===== src/rtl/sw_pkg.sv =====
// Shared constants for the slide-switch debouncer.
package sw_pkg;

  localparam int unsigned DEBOUNCE_MS_50MHZ = 500000;
  localparam int unsigned SIM_CNT_MAX       = 4;

endpackage


===== src/rtl/sw_debounce_bit.sv =====
// One switch channel: two-flop synchroniser, stability counter, edge pulses.
module debounce_bit
  import sw_pkg::*;
#(
  parameter int unsigned CNT_MAX = DEBOUNCE_MS_50MHZ,
  localparam int unsigned CNT_W  = $clog2(CNT_MAX)
) (
  input  logic clk,
  input  logic rst,
  input  logic in,
  output logic out,
  output logic rise,
  output logic fall,
  output logic chg_next
);

  localparam logic [CNT_W-1:0] CntLast = CNT_W'(CNT_MAX - 1);

  logic             s1_q, s2_q;
  logic [CNT_W-1:0] cnt_q, cnt_d;
  logic             out_q, out_d;
  logic             rise_q, rise_d;
  logic             fall_q, fall_d;
  logic             settle;

  always_comb begin
    settle = (s2_q != out_q) && (cnt_q == CntLast);
    out_d  = out_q;
    cnt_d  = cnt_q + CNT_W'(1);
    // Any agreement with the current output abandons the count.
    if (s2_q == out_q) begin
      cnt_d = '0;
    end else if (settle) begin
      out_d = s2_q;
      cnt_d = '0;
    end
    rise_d = settle & s2_q;
    fall_d = settle & ~s2_q;
  end

  always_ff @(posedge clk) begin
    if (rst) begin
      s1_q   <= 1'b0;
      s2_q   <= 1'b0;
      cnt_q  <= '0;
      out_q  <= 1'b0;
      rise_q <= 1'b0;
      fall_q <= 1'b0;
    end else begin
      s1_q   <= in;
      s2_q   <= s1_q;
      cnt_q  <= cnt_d;
      out_q  <= out_d;
      rise_q <= rise_d;
      fall_q <= fall_d;
    end
  end

  assign out      = out_q;
  assign rise     = rise_q;
  assign fall     = fall_q;
  // Lets the parent register a summary flag aligned with rise/fall.
  assign chg_next = settle;

endmodule


===== src/rtl/sw_debounce.sv =====
// Debounces WIDTH slide switches and flags any settled edge.
module sw_debounce
  import sw_pkg::*;
#(
  parameter int unsigned WIDTH   = 10,
  parameter int unsigned CNT_MAX = DEBOUNCE_MS_50MHZ
) (
  input  logic             clk,
  input  logic             rst,
  input  logic [WIDTH-1:0] sw_in,
  output logic [WIDTH-1:0] db_out,
  output logic [WIDTH-1:0] rise,
  output logic [WIDTH-1:0] fall,
  output logic             any_change
);

  logic [WIDTH-1:0] chg_next;
  logic             any_change_q;

  for (genvar i = 0; i < WIDTH; i++) begin : g_bit
    debounce_bit #(
      .CNT_MAX (CNT_MAX)
    ) u_bit (
      .clk      (clk),
      .rst      (rst),
      .in       (sw_in[i]),
      .out      (db_out[i]),
      .rise     (rise[i]),
      .fall     (fall[i]),
      .chg_next (chg_next[i])
    );
  end

  always_ff @(posedge clk) begin
    if (rst) begin
      any_change_q <= 1'b0;
    end else begin
      any_change_q <= |chg_next;
    end
  end

  assign any_change = any_change_q;

endmodule


===== config.mk =====
export PLATFORM = sky130hd
export DESIGN_NAME = sw_debounce
export DESIGN_NICKNAME = d
export VERILOG_FILES = /design/src/rtl/sw_pkg.sv /design/src/rtl/sw_debounce_bit.sv /design/src/rtl/sw_debounce.sv
export SDC_FILE = /design/constraint.sdc
export NUM_CORES = 1
export LEC_CHECK = 0
export BUFFER_PORTS_ARGS = -buffer_cell sky130_fd_sc_hd__buf_2
export CAP_MARGIN = 5
export CORE_MARGIN = 4
export CORE_UTILIZATION = 50
export DETAILED_ROUTE_END_ITERATION = 8
export PLACE_DENSITY = 0.71
export REMOVE_ABC_BUFFERS = 1
export SYNTH_ARGS = -nofsm -noshare
export SYNTH_HDL_FRONTEND = slang
export SYNTH_SLANG_ARGS = --single-unit

===== constraint.sdc =====
create_clock -name clk -period 4.54 [get_ports clk]
set_input_delay 0.908 -clock clk [delete_from_list [all_inputs] [get_ports clk]]
set_output_delay 0.908 -clock clk [all_outputs]
set_load 0.005 [all_outputs]

==> flow_summary.yaml, run 1 <==
yosys:
  synthesis.area_um2: 9978
  yosys_most_used_dff: "dfxtp_1"
  postSynthCellCount: 1096
  yosysWarnings: 0
  post_synth_num_cell_types: 42
  synth_edf_count: 0
  leading_cell_types_by_total_area_after_synthesis: "dfxtp_1 (48%), nor2_1 (8.8%), xor2_1 (7.9%), xnor2_1 (7.6%), nand4_1 (3.0%)"
  synth_async_sr_flop_share_pct: 0
  synth_top_area_cell: "dfxtp_1"
  synth.top_cell.area_share_pct: 48.35
  ys_seq_area_share_pct: 48.35
  postSynthRegisterBits: 241
  postSynthAreaPerCell_um2: 9.104
global_route:
  grt_max_degree: 49
  track_usage_pct: 15.63
  grt_first_pass_wirelength_um: 29970
  first_global_vias: 6692
  grt-ovfl-total: 0
  antenna_found_initial: 0
timing:
  rsz0062_at_grt: "no"
  min_period_over_period_pct: 49.45
  slew_headroom_pct: 39.00
  timing.final.crit_period_ns: 2.245
  fin_tns_setup_ns: 0
  final.setup_skew_ns: 0.01382
  timing.hold.ws_ns: 0.4325
  worst-slew-pin-transition_ns: 0.9150
  finalWorstSetupSlack_ns: 2.295
  setup_viol: 0
  maxClockFrequency_ghz: 0.4454
  finalHoldViolCount: 0
  slew_violations: 0
final_layout:
  fillerInstances: 1819
  final_util_pct: 56.49
  fin_area_um2: 11030
  drive_gt1_share_pct: 8.208
  finalNonFillerCells: 1398
  area_growth_syn_to_layout_pct: 10.55
  finalNetCount: 1138
  antennaDiodeCount: 0
clocking:
  insertion_delay_ns: 0.52
  postCtsSetupRepairBufs: 0
  worst_setup_hold_path_clk_slew_ns: 0.06
  post_cts_hold_buffer_count: 0
  tritoncts: "built"
  cts_root_buf: "clkbuf_16"
  cts_made_buffers: 26
  postCtsResizedCells: 0
  cts.sinks: 241
  clockBufferDepth: 3
  maximum_level_of_the_cts_h_tree: 1
pwr:
  power.ir.vdd_worst_uv: 327.1
  post-layout-total-power_mw: 4.245
  leakagePower_nw: 3.732
  power.density_nw_per_um2: 384.8
route:
  wl_per_cell_um: 12.33
  drt_wl_total_um: 17240
  post_route_drc: 0
  drtPass1Iterations: 6
  drtAntennaViolNets: 0
  dr_total_vias: 7130
  first_iter_violations: 276
  route.detailed.vias_per_inst: 5.100
placed_design:
  placement.io_buffers: 42
  dpl_worst_slack_ns: 1.981
  postPlaceCellArea_um2: 10170
  finalWeightedCongestion: 0.8145
  hpwl_um: 11570
  placed_instance_count: 1353
floorplan:
  dieWidth_um: 149.3
  design.portCount: 43
  dieArea_um2: 22280
  floorplan.rows: 51
  core_region_area_um2: 19530
  die_height_um: 149.3
  floorplan.initialDensity_pct: 51.10
critical_path:
  critical_path.endpoint_type: "register"
  cpMaxStageDelayCell: "or3_1"
  critPathRequiredTime_ns: 4.92
  timing_worst_setup_path_type: "reg -> reg"
  worst_path_largest_cell_delay_ns: 0.60
  worst-endpoint-arrival_ns: 2.63
  crit_fanout: 19
  startpoint_type: "register"
  critical_path.cell_chain: "nor4b_1 -> nand4_1 -> nor4_2 -> or3_1 -> nor2_1"
run:
  drv_cap: 0
outcome:
  run_status: "finished, final reports clean"
hold_path:
  hold_path_class: "reg -> reg"
-- path summary, 6_finish.rpt --
path | to | start | slack (ns) | cells past startpoint
worst min-delay path | g_bit[6].u_bit.s2_q | g_bit[6].u_bit.s1_q | 0.43 | 1
worst max register to register | g_bit[8].u_bit.cnt_q[12] | g_bit[8].u_bit.cnt_q[12] | 2.29 | 5
worst min register to register | g_bit[6].u_bit.s2_q | g_bit[6].u_bit.s1_q | 0.43 | 1
worst max-delay path | g_bit[8].u_bit.cnt_q[12] | g_bit[8].u_bit.cnt_q[12] | 2.29 | 5
-- report_power, final --
group / switching, mW / internal [mW] / leakage [nW]
logic: 0.0278 / 0.0138 / 1.36
registers: 0.00758 / 2.13 / 1.95
clock network: 0.799 / 1.27 / 0.428
total: 0.834 / 3.41 / 3.73
-- cell families (layout without fill, tap and decap cells) --
| family | count (synthesis) | count (layout) | share of synthesized area, % |
|---|---|---|---|
| and+or+nand+nor | 587 | 587 | 29.34 |
| DFF | 241 | 241 | 48.35 |
| xor gates and xnor gates | 177 | 177 | 15.54 |
| buffers and inverters | 64 | 101 | 4.050 |
| adders and majority gates | 10 | 10 | 1.254 |
| muxes | 10 | 10 | 1.003 |
| AOI/OAI and AO/OA | 7 | 7 | 0.4639 |
-- sequential cells by signal, indices dropped and copies added (netlist names) --
register / count
g_bit.u_bit.fall: 10
g_bit.u_bit.out: 10
g_bit.u_bit.s2_q: 10
g_bit.u_bit.s1_q: 10
g_bit.u_bit.rise: 10
any_change: 1
g_bit.u_bit.cnt_q: 190
-- synth_stat cells, types with 5 or more instances --
| cell | instances |
|---|---|
| and2_1 | 5 |
| and3_1 | 34 |
| and4_1 | 14 |
| buf_2 | 7 |
| buf_4 | 31 |
| clkbuf_1 | 8 |
| dfxtp_1 | 241 |
| ha_1 | 10 |
| inv_1 | 13 |
| mux2i_1 | 10 |
| nand2_1 | 73 |
| nand2b_1 | 5 |
| nand3_1 | 58 |
| nand4_1 | 48 |
| nor2_1 | 233 |
| nor2b_1 | 21 |
| nor3_1 | 32 |
| nor3b_1 | 10 |
| nor4_1 | 18 |
| nor4b_1 | 14 |
| or3_1 | 8 |
| xnor2_1 | 87 |
| xor2_1 | 90 |
-- cell type report --
| class | instances | area (um2) | area share, % |
|---|---|---|---|
| Sequential cell | 241 | 4825 | 43.74 |
| Clock buffer | 35 | 755.7 | 6.851 |
| Timing Repair Buffer | 43 | 217.7 | 1.974 |
| Clock inverter | 10 | 102.6 | 0.9301 |
| Multi-Input combinational cell | 791 | 4750 | 43.06 |
| Inverter | 13 | 48.80 | 0.4424 |
| Tap cell | 265 | 331.6 | 3.006 |
-- layout by cell type, fill, tap and decap left out, drive strengths merged, types with 3 or more instances in the layout --
cell,n
nor4b,14
mux2i,10
ha,10
clkinv,7
dfxtp,241
a21oi,3
and2,5
o21ai,3
nand2,75
inv,13
nand2b,5
and4,15
nor2b,21
nand4,48
buf,43
nand3,58
xnor2,87
nor3,33
xor2,90
clkbuf,35
nor3b,10
and3,34
nor2,233
or3,8
nor4,19
-- per-layer routing --
| metal | GRT usage [%] | wire, um | vias to the layer above |
|---|---|---|---|
| met1 | 21.39 | 8477 | 3329 |
| met3 | 2.583 | 533 | 30 |
| met4 | 3.936 | 331 | 0 |
| met5 | 0 | 0 | - |
| met2 | 25.89 | 7894 | 82 |
| li1 | - | - | 3689 |
-- critical path, delay by kind of cell, from the launching register on --
kind             cells  cell delay [ns]
AND/OR/NAND/NOR      5             1.75
flip-flops           1             0.35
No activity file was read; power rests on OpenSTA's default activity.
==> run 2, diff against run 1 <==
--- a/config.mk
+++ b/config.mk
@@ -5,12 +5,13 @@
 export SDC_FILE = /design/constraint.sdc
 export NUM_CORES = 1
 export LEC_CHECK = 0
+export ABC_AREA = 1
 export BUFFER_PORTS_ARGS = -buffer_cell sky130_fd_sc_hd__buf_2
 export CAP_MARGIN = 5
 export CORE_MARGIN = 4
 export CORE_UTILIZATION = 50
 export DETAILED_ROUTE_END_ITERATION = 8
-export PLACE_DENSITY = 0.71
+export PLACE_DENSITY = 0.73
 export REMOVE_ABC_BUFFERS = 1
 export SYNTH_ARGS = -nofsm -noshare
 export SYNTH_HDL_FRONTEND = slang
==> constraint.sdc (replaced) <==
create_clock -name clk -period 1.84 [get_ports clk]
set_input_delay 0.368 -clock clk [delete_from_list [all_inputs] [get_ports clk]]
set_output_delay 0.368 -clock clk [all_outputs]
set_load 0.005 [all_outputs]
==> run 2 against run 1 <==
Compared with the run above: hold slack worse by 0.41 ns; synthesized area up 9.9%; fmax increased by 33%; total power grew to 2.5 times the previous value; clock power rose to 2.6 times the previous value; count of clock-buffer cells in the layout decreased by 2; die area grew 9.3%; critical path type unchanged.
==> flow_summary.yaml, run 2 <==
hold_path:
  hold-path-cell-count: 3
  timing.hold.worst_endpoint: "g_bit[6].u_bit.s1_q"
  hold_path_class: "in -> reg"
  worstHoldStart: "sw_in[6]"
placed_design:
  hpwl_um: 14610
  dpl_worst_slack_ns: 0.03395
  finalWeightedCongestion: 0.8760
  placement.io_buffers: 42
clocking:
  cts.sinks: 241
  insertion_delay_ns: 0.54
  cts_made_buffers: 25
  tritoncts: "built"
  cts_root_buf: "clkbuf_16"
  worst_setup_hold_path_clk_slew_ns: 0.06
  maximum_level_of_the_cts_h_tree: 1
  clockBufferDepth: 3
pwr:
  post-layout-total-power_mw: 10.81
  clock_power_share_pct: 50.0
  leakagePower_nw: 4.325
  power.ir.vdd_worst_uv: 549.2
  power.density_nw_per_um2: 877.7
  total_switching_power_mw: 2.152
  sequentialPowerShare_pct: 48.7
  power_switching_share_pct: 19.91
  internal_portion_of_total_power_mw: 8.659
  combinational_cell_fraction_of_total_power_pct: 1.4
route:
  route.detailed.vias_per_inst: 4.925
  first_iter_violations: 439
  drt_wl_total_um: 20700
  post_route_drc: 0
  drtAntennaViolNets: 0
  wl_per_cell_um: 11.35
  drtPass1Iterations: 4
  dr_total_vias: 8978
critical_path:
  worst_reg2reg_setup_slack_ns: 0.15
  timing.rr.start: "g_bit[6].u_bit.cnt_q[0]"
  startpoint_type: "register"
  crit_fanout: 5
  worst-endpoint-arrival_ns: 2.18
  critical_path.endpoint_type: "register"
  timing_worst_setup_path_type: "reg -> reg"
  worst-r2r-cell-count: 10
  rr_endpoint: "any_change"
  critPathRequiredTime_ns: 2.33
floorplan:
  dieWidth_um: 156.1
  floorplan.initialDensity_pct: 51.50
  design.portCount: 43
  floorplan.rows: 53
  dieArea_um2: 24360
  core_region_area_um2: 21290
  die_height_um: 156.1
timing:
  min_period_over_period_pct: 91.71
  fin_tns_setup_ns: 0
  worst-slew-pin-transition_ns: 0.4880
  final.setup_skew_ns: 0.02621
  slew_violations: 0
  setup_viol: 0
  slew_headroom_pct: 67.22
  finalWorstSetupSlack_ns: 0.1526
  rsz0062_at_grt: "no"
  timing.final.crit_period_ns: 1.687
  finalHoldViolCount: 0
  maxClockFrequency_ghz: 0.5926
yosys:
  post-synth-top-count-cell: "nor2_1"
  yosys_most_used_dff: "dfxtp_1"
  synth.top_cell.area_share_pct: 44.01
  leading_cell_types_by_total_area_after_synthesis: "dfxtp_1 (44%), nor2_1 (11%), nand2_1 (8.8%), inv_1 (6.0%), xor2_1 (4.7%)"
  postSynthCellCount: 1493
  post_synth_num_cell_types: 37
  synth_async_sr_flop_share_pct: 0
  synthesis.area_um2: 10960
  ys_seq_area_share_pct: 44.01
  yosysWarnings: 0
  postSynthAreaPerCell_um2: 7.343
  yosys-top-cells-count: "nor2_1 (309), nand2_1 (257), dfxtp_1 (241), inv_1 (175), nand3_1 (95)"
  synth_top_area_cell: "dfxtp_1"
  postSynthRegisterBits: 241
  synth_edf_count: 0
global_route:
  grt_max_degree: 29
  first_global_vias: 8445
  antenna_found_initial: 0
  track_usage_pct: 17.31
  grt-ovfl-total: 0
  grt_first_pass_wirelength_um: 36590
final_layout:
  drive_gt1_share_pct: 10.27
  fillerInstances: 1977
  layout.cells.most_common: "nor2_1"
  footprint_of_the_multi_input_gates_um2: 5225
  antennaDiodeCount: 0
  register_area_um2: 4826
  area_growth_syn_to_layout_pct: 12.36
  finalNetCount: 1554
  registers.top_by_ff_count: "g_bit.u_bit.cnt_q"
  layout.cells.most_common_list: "nor2_1 (304), nand2_1 (257), dfxtp_1 (240), inv_1 (175), nand3_1 (91)"
  largest_reg_flops: 190
outcome:
  run_status: "finished, final reports clean"
run:
  drv_cap: 0
[run 2: final cells by class]
class	count	share of cell area, %
tap	275	2.793
clock inverter	10	1.595
timing repair buffer	58	2.885
clock buffer	33	5.648
sequential	241	39.18
inverter	180	5.485
multi-input combinational	1026	42.42
[run 2: what timing repair did]
item,CTS,global route
resized for setup,1,17
pin swaps,0,3
setup endpoints to repair,1,73
endpoints found under the hold margin,0,0
setup buffers,0,0
hold buffers,0,0
[run 2: worst max-delay path by stage]
| stage | start | end | slack [ns] | depth (start not counted) |
|---|---|---|---|---|
| 6_report | g_bit[6].u_bit.cnt_q[0] | any_change | 0.15 | 10 |
| 3_5_place_dp | g_bit[3].u_bit.cnt_q[0] | g_bit[3].u_bit.cnt_q[18] | 0.03 | 6 |
| 2_1_floorplan | g_bit[2].u_bit.cnt_q[0] | g_bit[2].u_bit.cnt_q[11] | -0.40 | 9 |
| 4_1_cts | g_bit[6].u_bit.cnt_q[0] | g_bit[6].u_bit.cnt_q[14] | 0.05 | 6 |
| 3_3_place_gp | g_bit[3].u_bit.cnt_q[0] | g_bit[3].u_bit.cnt_q[14] | 0.09 | 6 |
| 5_1_grt | g_bit[0].u_bit.cnt_q[0] | g_bit[0].u_bit.cnt_q[2] | 0.002 | 10 |
[run 2: cells by family (layout without fill, tap and decap cells)]
group / count (synthesis) / count (layout) / share of synthesized area [%]
xor+xnor: 85 / 85 / 6.791
compound gates: 79 / 79 / 3.846
flops: 241 / 241 / 44.01
buf+inv: 226 / 281 / 9.153
fa+ha+maj: 10 / 10 / 1.141
simple gates: 852 / 852 / 35.06
[run 2: power groups by stage]
stage / Clock (mW) / Combinational [mW] / Sequential (mW)
after CTS: 5.54 / 0.147 / 5.26
after global routing: 5.80 / 0.170 / 5.26
after detailed placement: 0 / 0.145 / 5.38
after global placement: 0 / 0.142 / 5.38
final: 5.40 / 0.150 / 5.26
after floorplan: 0 / 0.0806 / 5.37
[run 2: layer usage]
metal	vias to the layer above	wire length, um	global-route usage, %
met5	-	0	0
met4	0	430	4.335
met1	4034	10130	23.12
li1	4806	-	-
met3	33	757	3.051
met2	105	9385	29.15
[run 2: metrics by stage]
step	util (%)	area [um2]	hold WS (ns)	std cells
CTS	57.48	12240	0.005048	1823
floorplan	-	10640	0.3883	1447
global route	57.87	12320	0.01833	1823
finish	57.87	12320	0.02718	1823
global placement	53.25	11330	0.3896	1780
detailed placement	53.25	11330	0.3927	1780
[run 2: worst max-delay path, cell delays in order, from the launching register on]
cell and delay, ns:
dfxtp_1 0.40, ha_1 0.22, nand3_2 0.15, nor2_1 0.13, nand3_1 0.15, buf_4 0.20
nand2_1 0.10, nor2_1 0.06, nand3_1 0.12, nand2_1 0.07, inv_1 0.05
